===== src/rtl/s2mm_pkg.sv =====
// Shared types and constants for the S2MM packetizer: FSM states,
// byte-keep encodings and the layout of one FIFO entry.
package s2mm_pkg;

  localparam int DATA_W = 32;
  localparam int KEEP_W = 4;
  localparam int ENTRY_W = 1 + KEEP_W + DATA_W;

  localparam logic [KEEP_W-1:0] KEEP_FULL = 4'hF;
  localparam logic [KEEP_W-1:0] KEEP_HALF = 4'h3;
  localparam logic [KEEP_W-1:0] KEEP_NULL = 4'h0;

  typedef enum logic [1:0] {
    ST_IDLE  = 2'd0,
    ST_RUN   = 2'd1,
    ST_FLUSH = 2'd2
  } state_t;

  // One stored beat; packs to {tlast, tkeep, tdata} = 37 bits.
  typedef struct packed {
    logic              tlast;
    logic [KEEP_W-1:0] tkeep;
    logic [DATA_W-1:0] tdata;
  } fifo_entry_t;

endpackage


===== src/rtl/s2mm_packetizer_if.sv =====
// AXI4-Stream beat bundle between the packetizer and the S2MM DMA.
interface s2mm_packetizer_if;
  import s2mm_pkg::*;

  logic [DATA_W-1:0] tdata;
  logic [KEEP_W-1:0] tkeep;
  logic              tlast;
  logic              tvalid;
  logic              tready;

  modport master (output tdata, output tkeep, output tlast, output tvalid, input tready);
  modport slave  (input tdata, input tkeep, input tlast, input tvalid, output tready);
endinterface


===== src/rtl/axis_sync_fifo.sv =====
// Single-clock FIFO of fifo_entry_t with a registered output stage.
// The output register always holds the head entry; a write into an empty
// FIFO lands in it on the same edge, so valid rises one edge after the write.
module axis_sync_fifo
  import s2mm_pkg::*;
#(
  parameter int DEPTH = 16
) (
  input  logic        clk,
  input  logic        rst,
  input  logic        wr_en,
  input  fifo_entry_t wr_data,
  output logic        full,
  input  logic        rd_en,
  output fifo_entry_t rd_data,
  output logic        rd_valid
);

  localparam int AW = $clog2(DEPTH);

  fifo_entry_t mem_q [DEPTH];
  logic [AW:0] wr_ptr_q, wr_ptr_d;
  logic [AW:0] rd_ptr_q, rd_ptr_d;
  fifo_entry_t out_q, out_d;
  logic        valid_q, valid_d;
  logic        empty_s, do_push_s, do_pop_s;

  // Pointer arithmetic, full/empty (extra pointer bit) and next head entry.
  always_comb begin
    empty_s   = (wr_ptr_q == rd_ptr_q);
    full      = (wr_ptr_q[AW] != rd_ptr_q[AW]) &&
                (wr_ptr_q[AW-1:0] == rd_ptr_q[AW-1:0]);
    do_pop_s  = rd_en && !empty_s;
    do_push_s = wr_en && (!full || do_pop_s);
    wr_ptr_d  = wr_ptr_q + (AW+1)'(do_push_s);
    rd_ptr_d  = rd_ptr_q + (AW+1)'(do_pop_s);
    valid_d   = (wr_ptr_d != rd_ptr_d);
    if (do_push_s && (wr_ptr_q[AW-1:0] == rd_ptr_d[AW-1:0])) begin
      out_d = wr_data;
    end else begin
      out_d = mem_q[rd_ptr_d[AW-1:0]];
    end
  end

  // Storage array write port.
  always_ff @(posedge clk) begin
    if (do_push_s) begin
      mem_q[wr_ptr_q[AW-1:0]] <= wr_data;
    end
  end

  // Pointers and registered output stage.
  always_ff @(posedge clk or posedge rst) begin
    if (rst) begin
      wr_ptr_q <= '0;
      rd_ptr_q <= '0;
      out_q    <= '0;
      valid_q  <= 1'b0;
    end else begin
      wr_ptr_q <= wr_ptr_d;
      rd_ptr_q <= rd_ptr_d;
      out_q    <= out_d;
      valid_q  <= valid_d;
    end
  end

  assign rd_data  = out_q;
  assign rd_valid = valid_q;

endmodule


===== src/rtl/s2mm_packetizer.sv =====
// Packs 16-bit DUT samples into 32-bit AXI4-Stream beats framed into
// PKT_LEN-beat packets. Completed words are staged one cycle and then
// pushed; a word that meets a full FIFO is dropped and counted so the
// sample source is never stalled. Disabling flushes any partial packet.
module s2mm_packetizer
  import s2mm_pkg::*;
#(
  parameter int SAMPLE_W   = 16,
  parameter int PKT_LEN    = 256,
  parameter int FIFO_DEPTH = 16
) (
  input  logic                clk,
  input  logic                rst,
  input  logic                enable,
  input  logic [SAMPLE_W-1:0] in_data,
  input  logic                in_valid,
  s2mm_packetizer_if.master   m_axis,
  output logic [15:0]         pkt_cnt,
  output logic [15:0]         drop_cnt,
  output logic                overflow,
  output logic                busy
);

  localparam logic [15:0] LAST_BEAT = 16'(PKT_LEN - 1);

  state_t              state_q, state_d;
  logic                half_q, half_d;
  logic [SAMPLE_W-1:0] half_data_q, half_data_d;
  logic                word_valid_q, word_valid_d;
  logic [DATA_W-1:0]   word_data_q, word_data_d;
  logic [15:0]         beat_cnt_q, beat_cnt_d;
  logic [15:0]         pkt_cnt_q, pkt_cnt_d;
  logic [15:0]         drop_cnt_q, drop_cnt_d;
  logic                overflow_q, overflow_d;

  logic        accept_s, pop_s, space_s, push_s;
  fifo_entry_t push_entry_s, fifo_out_s;
  logic        fifo_full_s, fifo_valid_s;

  axis_sync_fifo #(.DEPTH(FIFO_DEPTH)) u_fifo (
    .clk      (clk),
    .rst      (rst),
    .wr_en    (push_s),
    .wr_data  (push_entry_s),
    .full     (fifo_full_s),
    .rd_en    (m_axis.tready),
    .rd_data  (fifo_out_s),
    .rd_valid (fifo_valid_s)
  );

  // Packing, framing, flush, counters and next-state selection.
  always_comb begin
    state_d      = state_q;
    half_d       = half_q;
    half_data_d  = half_data_q;
    word_valid_d = 1'b0;
    word_data_d  = word_data_q;
    beat_cnt_d   = beat_cnt_q;
    pkt_cnt_d    = pkt_cnt_q;
    drop_cnt_d   = drop_cnt_q;
    overflow_d   = overflow_q;
    push_s       = 1'b0;
    push_entry_s = '0;

    accept_s = (state_q == ST_RUN) && enable && in_valid;
    pop_s    = m_axis.tready && fifo_valid_s;
    space_s  = !fifo_full_s || pop_s;

    // Pair samples: low half first, high half completes the staged word.
    if (accept_s) begin
      if (half_q) begin
        word_valid_d = 1'b1;
        word_data_d  = {in_data, half_data_q};
        half_d       = 1'b0;
      end else begin
        half_d      = 1'b1;
        half_data_d = in_data;
      end
    end else begin
      half_d = half_q;
    end

    // A staged word always resolves this cycle; flush beats wait behind it.
    if (word_valid_q) begin
      push_entry_s.tlast = (beat_cnt_q == LAST_BEAT);
      push_entry_s.tkeep = KEEP_FULL;
      push_entry_s.tdata = word_data_q;
      if (space_s) begin
        push_s = 1'b1;
      end else begin
        overflow_d = 1'b1;
        drop_cnt_d = (drop_cnt_q == 16'hFFFF) ? drop_cnt_q : drop_cnt_q + 16'd1;
      end
    end else if (state_q == ST_FLUSH) begin
      push_entry_s.tlast = 1'b1;
      if (half_q) begin
        push_entry_s.tkeep = KEEP_HALF;
        push_entry_s.tdata = {{(DATA_W-SAMPLE_W){1'b0}}, half_data_q};
      end else begin
        push_entry_s.tkeep = KEEP_NULL;
        push_entry_s.tdata = '0;
      end
      if (!half_q && (beat_cnt_q == 16'd0)) begin
        state_d = ST_IDLE;
      end else if (space_s) begin
        push_s  = 1'b1;
        half_d  = 1'b0;
        state_d = ST_IDLE;
      end else begin
        state_d = ST_FLUSH;
      end
    end else begin
      push_s = 1'b0;
    end

    if (push_s) begin
      beat_cnt_d = push_entry_s.tlast ? 16'd0 : beat_cnt_q + 16'd1;
    end else begin
      beat_cnt_d = beat_cnt_q;
    end

    if (pop_s && fifo_out_s.tlast) begin
      pkt_cnt_d = pkt_cnt_q + 16'd1;
    end else begin
      pkt_cnt_d = pkt_cnt_q;
    end

    // Session transitions; starting a session clears all session state.
    case (state_q)
      ST_IDLE: begin
        if (enable) begin
          state_d    = ST_RUN;
          pkt_cnt_d  = 16'd0;
          drop_cnt_d = 16'd0;
          overflow_d = 1'b0;
          half_d     = 1'b0;
          beat_cnt_d = 16'd0;
        end else begin
          state_d = ST_IDLE;
        end
      end
      ST_RUN: begin
        if (!enable) begin
          state_d = ST_FLUSH;
        end else begin
          state_d = ST_RUN;
        end
      end
      ST_FLUSH: begin
        state_d = state_d;
      end
      default: begin
        state_d = ST_IDLE;
      end
    endcase
  end

  // Session state and counter registers.
  always_ff @(posedge clk or posedge rst) begin
    if (rst) begin
      state_q      <= ST_IDLE;
      half_q       <= 1'b0;
      half_data_q  <= '0;
      word_valid_q <= 1'b0;
      word_data_q  <= '0;
      beat_cnt_q   <= 16'd0;
      pkt_cnt_q    <= 16'd0;
      drop_cnt_q   <= 16'd0;
      overflow_q   <= 1'b0;
    end else begin
      state_q      <= state_d;
      half_q       <= half_d;
      half_data_q  <= half_data_d;
      word_valid_q <= word_valid_d;
      word_data_q  <= word_data_d;
      beat_cnt_q   <= beat_cnt_d;
      pkt_cnt_q    <= pkt_cnt_d;
      drop_cnt_q   <= drop_cnt_d;
      overflow_q   <= overflow_d;
    end
  end

  assign m_axis.tdata  = fifo_out_s.tdata;
  assign m_axis.tkeep  = fifo_out_s.tkeep;
  assign m_axis.tlast  = fifo_out_s.tlast;
  assign m_axis.tvalid = fifo_valid_s;
  assign pkt_cnt       = pkt_cnt_q;
  assign drop_cnt      = drop_cnt_q;
  assign overflow      = overflow_q;
  assign busy          = (state_q != ST_IDLE) || fifo_valid_s;

endmodule

===== src/flat_wrapper.sv =====
// flat-port wrapper written by rule: the top's interface ports become plain ports
module s2mm_packetizer_flat import s2mm_pkg::*;
#(
  parameter int SAMPLE_W   = 16,
  parameter int PKT_LEN    = 256,
  parameter int FIFO_DEPTH = 16
)
  (clk, rst, enable, in_data, in_valid, pkt_cnt, drop_cnt, overflow, busy, m_axis_tdata, m_axis_tkeep, m_axis_tlast, m_axis_tvalid, m_axis_tready);
  s2mm_packetizer_if m_axis_i ();
  input  logic clk;
  input  logic rst;
  input  logic enable;
  input  logic [SAMPLE_W-1:0] in_data;
  input  logic in_valid;
  output logic [15:0] pkt_cnt;
  output logic [15:0] drop_cnt;
  output logic overflow;
  output logic busy;
  output wire logic [$bits(m_axis_i.tdata)-1:0] m_axis_tdata;
  output wire logic [$bits(m_axis_i.tkeep)-1:0] m_axis_tkeep;
  output wire logic [$bits(m_axis_i.tlast)-1:0] m_axis_tlast;
  output wire logic [$bits(m_axis_i.tvalid)-1:0] m_axis_tvalid;
  input wire logic [$bits(m_axis_i.tready)-1:0] m_axis_tready;
  assign m_axis_tdata = m_axis_i.tdata;
  assign m_axis_tkeep = m_axis_i.tkeep;
  assign m_axis_tlast = m_axis_i.tlast;
  assign m_axis_tvalid = m_axis_i.tvalid;
  assign m_axis_i.tready = m_axis_tready;
  s2mm_packetizer #(.SAMPLE_W(SAMPLE_W), .PKT_LEN(PKT_LEN), .FIFO_DEPTH(FIFO_DEPTH)) u_core (.clk(clk), .rst(rst), .enable(enable), .in_data(in_data), .in_valid(in_valid), .m_axis(m_axis_i), .pkt_cnt(pkt_cnt), .drop_cnt(drop_cnt), .overflow(overflow), .busy(busy));
endmodule

===== config.mk =====
export PLATFORM = sky130hd
export DESIGN_NAME = s2mm_packetizer_flat
export DESIGN_NICKNAME = d
export VERILOG_FILES = /design/src/rtl/s2mm_pkg.sv /design/src/rtl/s2mm_packetizer_if.sv /design/src/rtl/axis_sync_fifo.sv /design/src/rtl/s2mm_packetizer.sv /design/src/flat_wrapper.sv
export SDC_FILE = /design/constraint.sdc
export NUM_CORES = 1
export LEC_CHECK = 0
export CAP_MARGIN = 20
export CORE_ASPECT_RATIO = 1.4
export CORE_MARGIN = 2
export CORE_UTILIZATION = 60
export DETAILED_ROUTE_END_ITERATION = 10
export MAX_ROUTING_LAYER = met4
export PLACE_DENSITY = 0.88
export SYNTH_ARGS = -nofsm -noshare
export SYNTH_HDL_FRONTEND = slang
export SYNTH_SLANG_ARGS = --single-unit

===== constraint.sdc =====
create_clock -name clk -period 7.8 [get_ports clk]
set_clock_uncertainty 0.05 [all_clocks]
set_input_delay 1.56 -clock clk [delete_from_list [all_inputs] [get_ports clk]]
set_output_delay 1.56 -clock clk [all_outputs]
set_load 0.02 [all_outputs]

==> reports/results.ini <==
[cts]
cts_sinks=707
cts.repair.resized=0
clock_latency_ns=0.62
cts_setup_buffers=0
cts_hold_buf=0
clk_pin_slew_worst_paths_ns=0.07
numCtsBuffers=58
cts-root-buf=clkbuf_16
cts_max_path_buffers=3
htree_levels=2
cts_tree=yes

[worst_setup_path]
crit_path_max_incr_delay_ns=0.77
critical-path-top-delay-family=buffers and inverters
cpMaxStageDelayCell=xnor2_4
crit_fanout=43
crit_type=in2reg
arrival_ns=5.38
cp-start-kind=primary input
crit_chain=clkdlybuf4s50_1 > o21a_1 > ha_4 > ha_4 > xnor2_4 > buf_4 > xnor2_1 > nor4_4 > buf_4 > mux2_2
crit_required_ns=8.23
worst_setup_path_end_kind=flip-flop
path_buf_inv=3

[grt]
overflow=0
grt_pass1_vias=16500
antenna_found_initial=0
grt_max_degree=80
grt_pass1_wl_microns=104000
grt.total_usage_pct=29.6

[die]
die_h_microns=260
start_util_pct=61.0
num_rows=93
io_pins=93
die_width_microns=187
dieArea_sq_um=48700
coreArea_sq_um=46200

[yosys]
ys.flop_type=edfxtp_1
syn_nets=1621
yosysWarningCount=0
synth.top_cell.area_share_pct=59.7
synth_edf_count=560
syn-instance-count=1590
synthArstFlopShare_pct=20.8
syn_area_sq_um=28200
yosys.area.top_type=edfxtp_1
ys_ff_latch=707
ys_seq_area_share_pct=72.8
yosysUniqueCellTypes=48
synth.avg_cell_area_sq_um=17.7
synthTopCellsByArea=edfxtp_1 60%, dfrtp_1 13%, mux4_2 11%, mux2_2 3.2%, nand2_1 2.3%

[final_layout]
area_delta_synth_final_pct=13.9
drive_above_1_share_pct=22.2
finalNonFillerCells=2367
n_antenna_cell=0
layout_common_cells=560 x edfxtp_1, 172 x nand2_1, 146 x dfrtp_1
final_common_cell=edfxtp_1
layout.nets=1731

[timing]
slew_violations=0
rsz0062_at_grt=no
worstMarginPinSlew_ns=1.14
tns_ns=0
hold_viol_final=0
fin_hold_ws_ns=0.461
setup-violations-final=0
period_minus_slack_ns=4.95
fin_crit_sh_pct=63.4
fmax_mhz=202
relSlewSlack_pct=23.9

[routing]
drc=0
wl_per_cell_microns=29.5
routed_wl_microns=69800
first_iter_violations=2105
antenna_left=0
vias=16100
first_pass_iters=5
via_per_inst=6.82

[placed_design]
dpl.hpwl_microns=36300
routabilityCongestion=0.819
portBuffers=92
placed_cells=2255

[worst_hold_path]
hold_path.class=reg2reg

[pwr]
power_mw=11.3
p_leak_nw=11.5
power_density_nw_per_um2=352
peakVddDrop_mv=0.298

[job]
cap_viol_max_count=0

[outcome]
status=completed

-- Yosys cell counts (2+ instances only) --
| cell type | count |
|---|---|
| clkbuf_1 | 51 |
| nor2_1 | 49 |
| mux4_2 | 140 |
| xnor2_1 | 25 |
| xor2_1 | 9 |
| inv_1 | 15 |
| and4_1 | 5 |
| and3_1 | 37 |
| a41oi_1 | 3 |
| o211ai_1 | 2 |
| a21oi_1 | 23 |
| buf_2 | 18 |
| a31oi_1 | 33 |
| ha_1 | 10 |
| or4_1 | 10 |
| or3_1 | 21 |
| nor4b_1 | 3 |
| dfrtp_1 | 147 |
| nand4_1 | 15 |
| nand2_1 | 172 |
| buf_1 | 8 |
| o31ai_1 | 3 |
| nand3_1 | 20 |
| mux2i_1 | 21 |
| nor2b_1 | 3 |
| o21ai_0 | 24 |
| edfxtp_1 | 560 |
| nor3_1 | 15 |
| nand2b_1 | 8 |
| and2_1 | 21 |
| mux2_2 | 81 |
| buf_4 | 10 |
| nor4_1 | 13 |
-- power breakdown --
group / total [mW] / internal, mW / switching, mW
Clock: 3.15 / 1.80 / 1.35
Combinational: 3.60 / 1.64 / 1.96
Sequential: 4.54 / 4.30 / 0.237
-- area by class of cell --
class,count,area (sq um)
Tap cell,617,772
Sequential cell,707,20500
Clock inverter,36,489
Clock buffer,74,1570
Fill cell,2597,14100
Inverter,17,68.8
Timing Repair Buffer,137,1300
Multi-Input combinational cell,779,7380
-- state kept, by name, summed over array words and instances (netlist names) --
name,count
u_core.word_data_q,32
u_core.u_fifo.rd_valid,1
u_core.u_fifo.rd_data,35
u_core.half_q,1
u_core.u_fifo.rd_ptr_q,5
u_core.pkt_cnt,16
u_core.u_fifo.wr_ptr_q,5
u_core.beat_cnt_q,16
u_core.overflow,1
u_core.drop_cnt,16
u_core.state_q,2
u_core.u_fifo.mem_q,560
u_core.word_valid_q,1
u_core.half_data_q,16
-- worst paths after layout --
| path | from | endpoint | slack (ns) | cells past startpoint |
|---|---|---|---|---|
| max in group asynchronous | rst | u_core.u_fifo.rd_data[25] | 5.17 | 4 |
| worst max-delay path | m_axis_tready | u_core.u_fifo.rd_data[23] | 2.85 | 10 |
| worst max register to register | u_core.u_fifo.wr_ptr_q[2] | u_core.u_fifo.rd_data[23] | 2.93 | 11 |
| worst min register to register | u_core.word_data_q[7] | u_core.word_data_q[7] | 0.46 | 1 |
| min in group asynchronous | rst | u_core.u_fifo.rd_data[4] | 1.39 | 2 |
| worst min-delay path | u_core.word_data_q[7] | u_core.word_data_q[7] | 0.46 | 1 |
-- per-stage QoR --
step	cell area [sq um]	setup slack (ns)	util, %
after floorplan	28200	1.29	-
after global placement	30000	2.36	64.9
after detailed placement	30000	2.26	64.9
after CTS	32000	2.89	69.4
after global routing	32100	2.74	69.4
final	32100	2.85	69.4
-- metal layers --
layer	wire [microns]	share of wire (%)	vias up	global-route usage, %
met5	0	0	-	-
met4	3440	4.9	0	13.9
met3	7440	11	243	5.51
met2	35300	51	1227	48.7
met1	23600	34	8248	36.0
li1	-	-	6415	-
-- worst register-to-register path: cells and delay by family, from the launching register on --
kind,cells,cell delay (ns)
xor+xnor,3,1.21
flops,1,0.74
compound gates,1,0.30
simple gates,2,0.57
buf+inv,2,1.08
fa+ha+maj,2,0.35
mux,1,0.45
-- kinds of logic after synthesis --
group                      Yosys count  synth area share, %
DFF                                707                 72.8
and+or+nand+nor                    396                 6.88
muxes                              242                 15.2
buffers and inverters              104                 1.60
AOI/OAI and AO/OA                   96                 2.03
xor gates and xnor gates            35                 1.11
adders and majority gates           10                0.444
No activity file was read; power rests on OpenSTA's default activity.
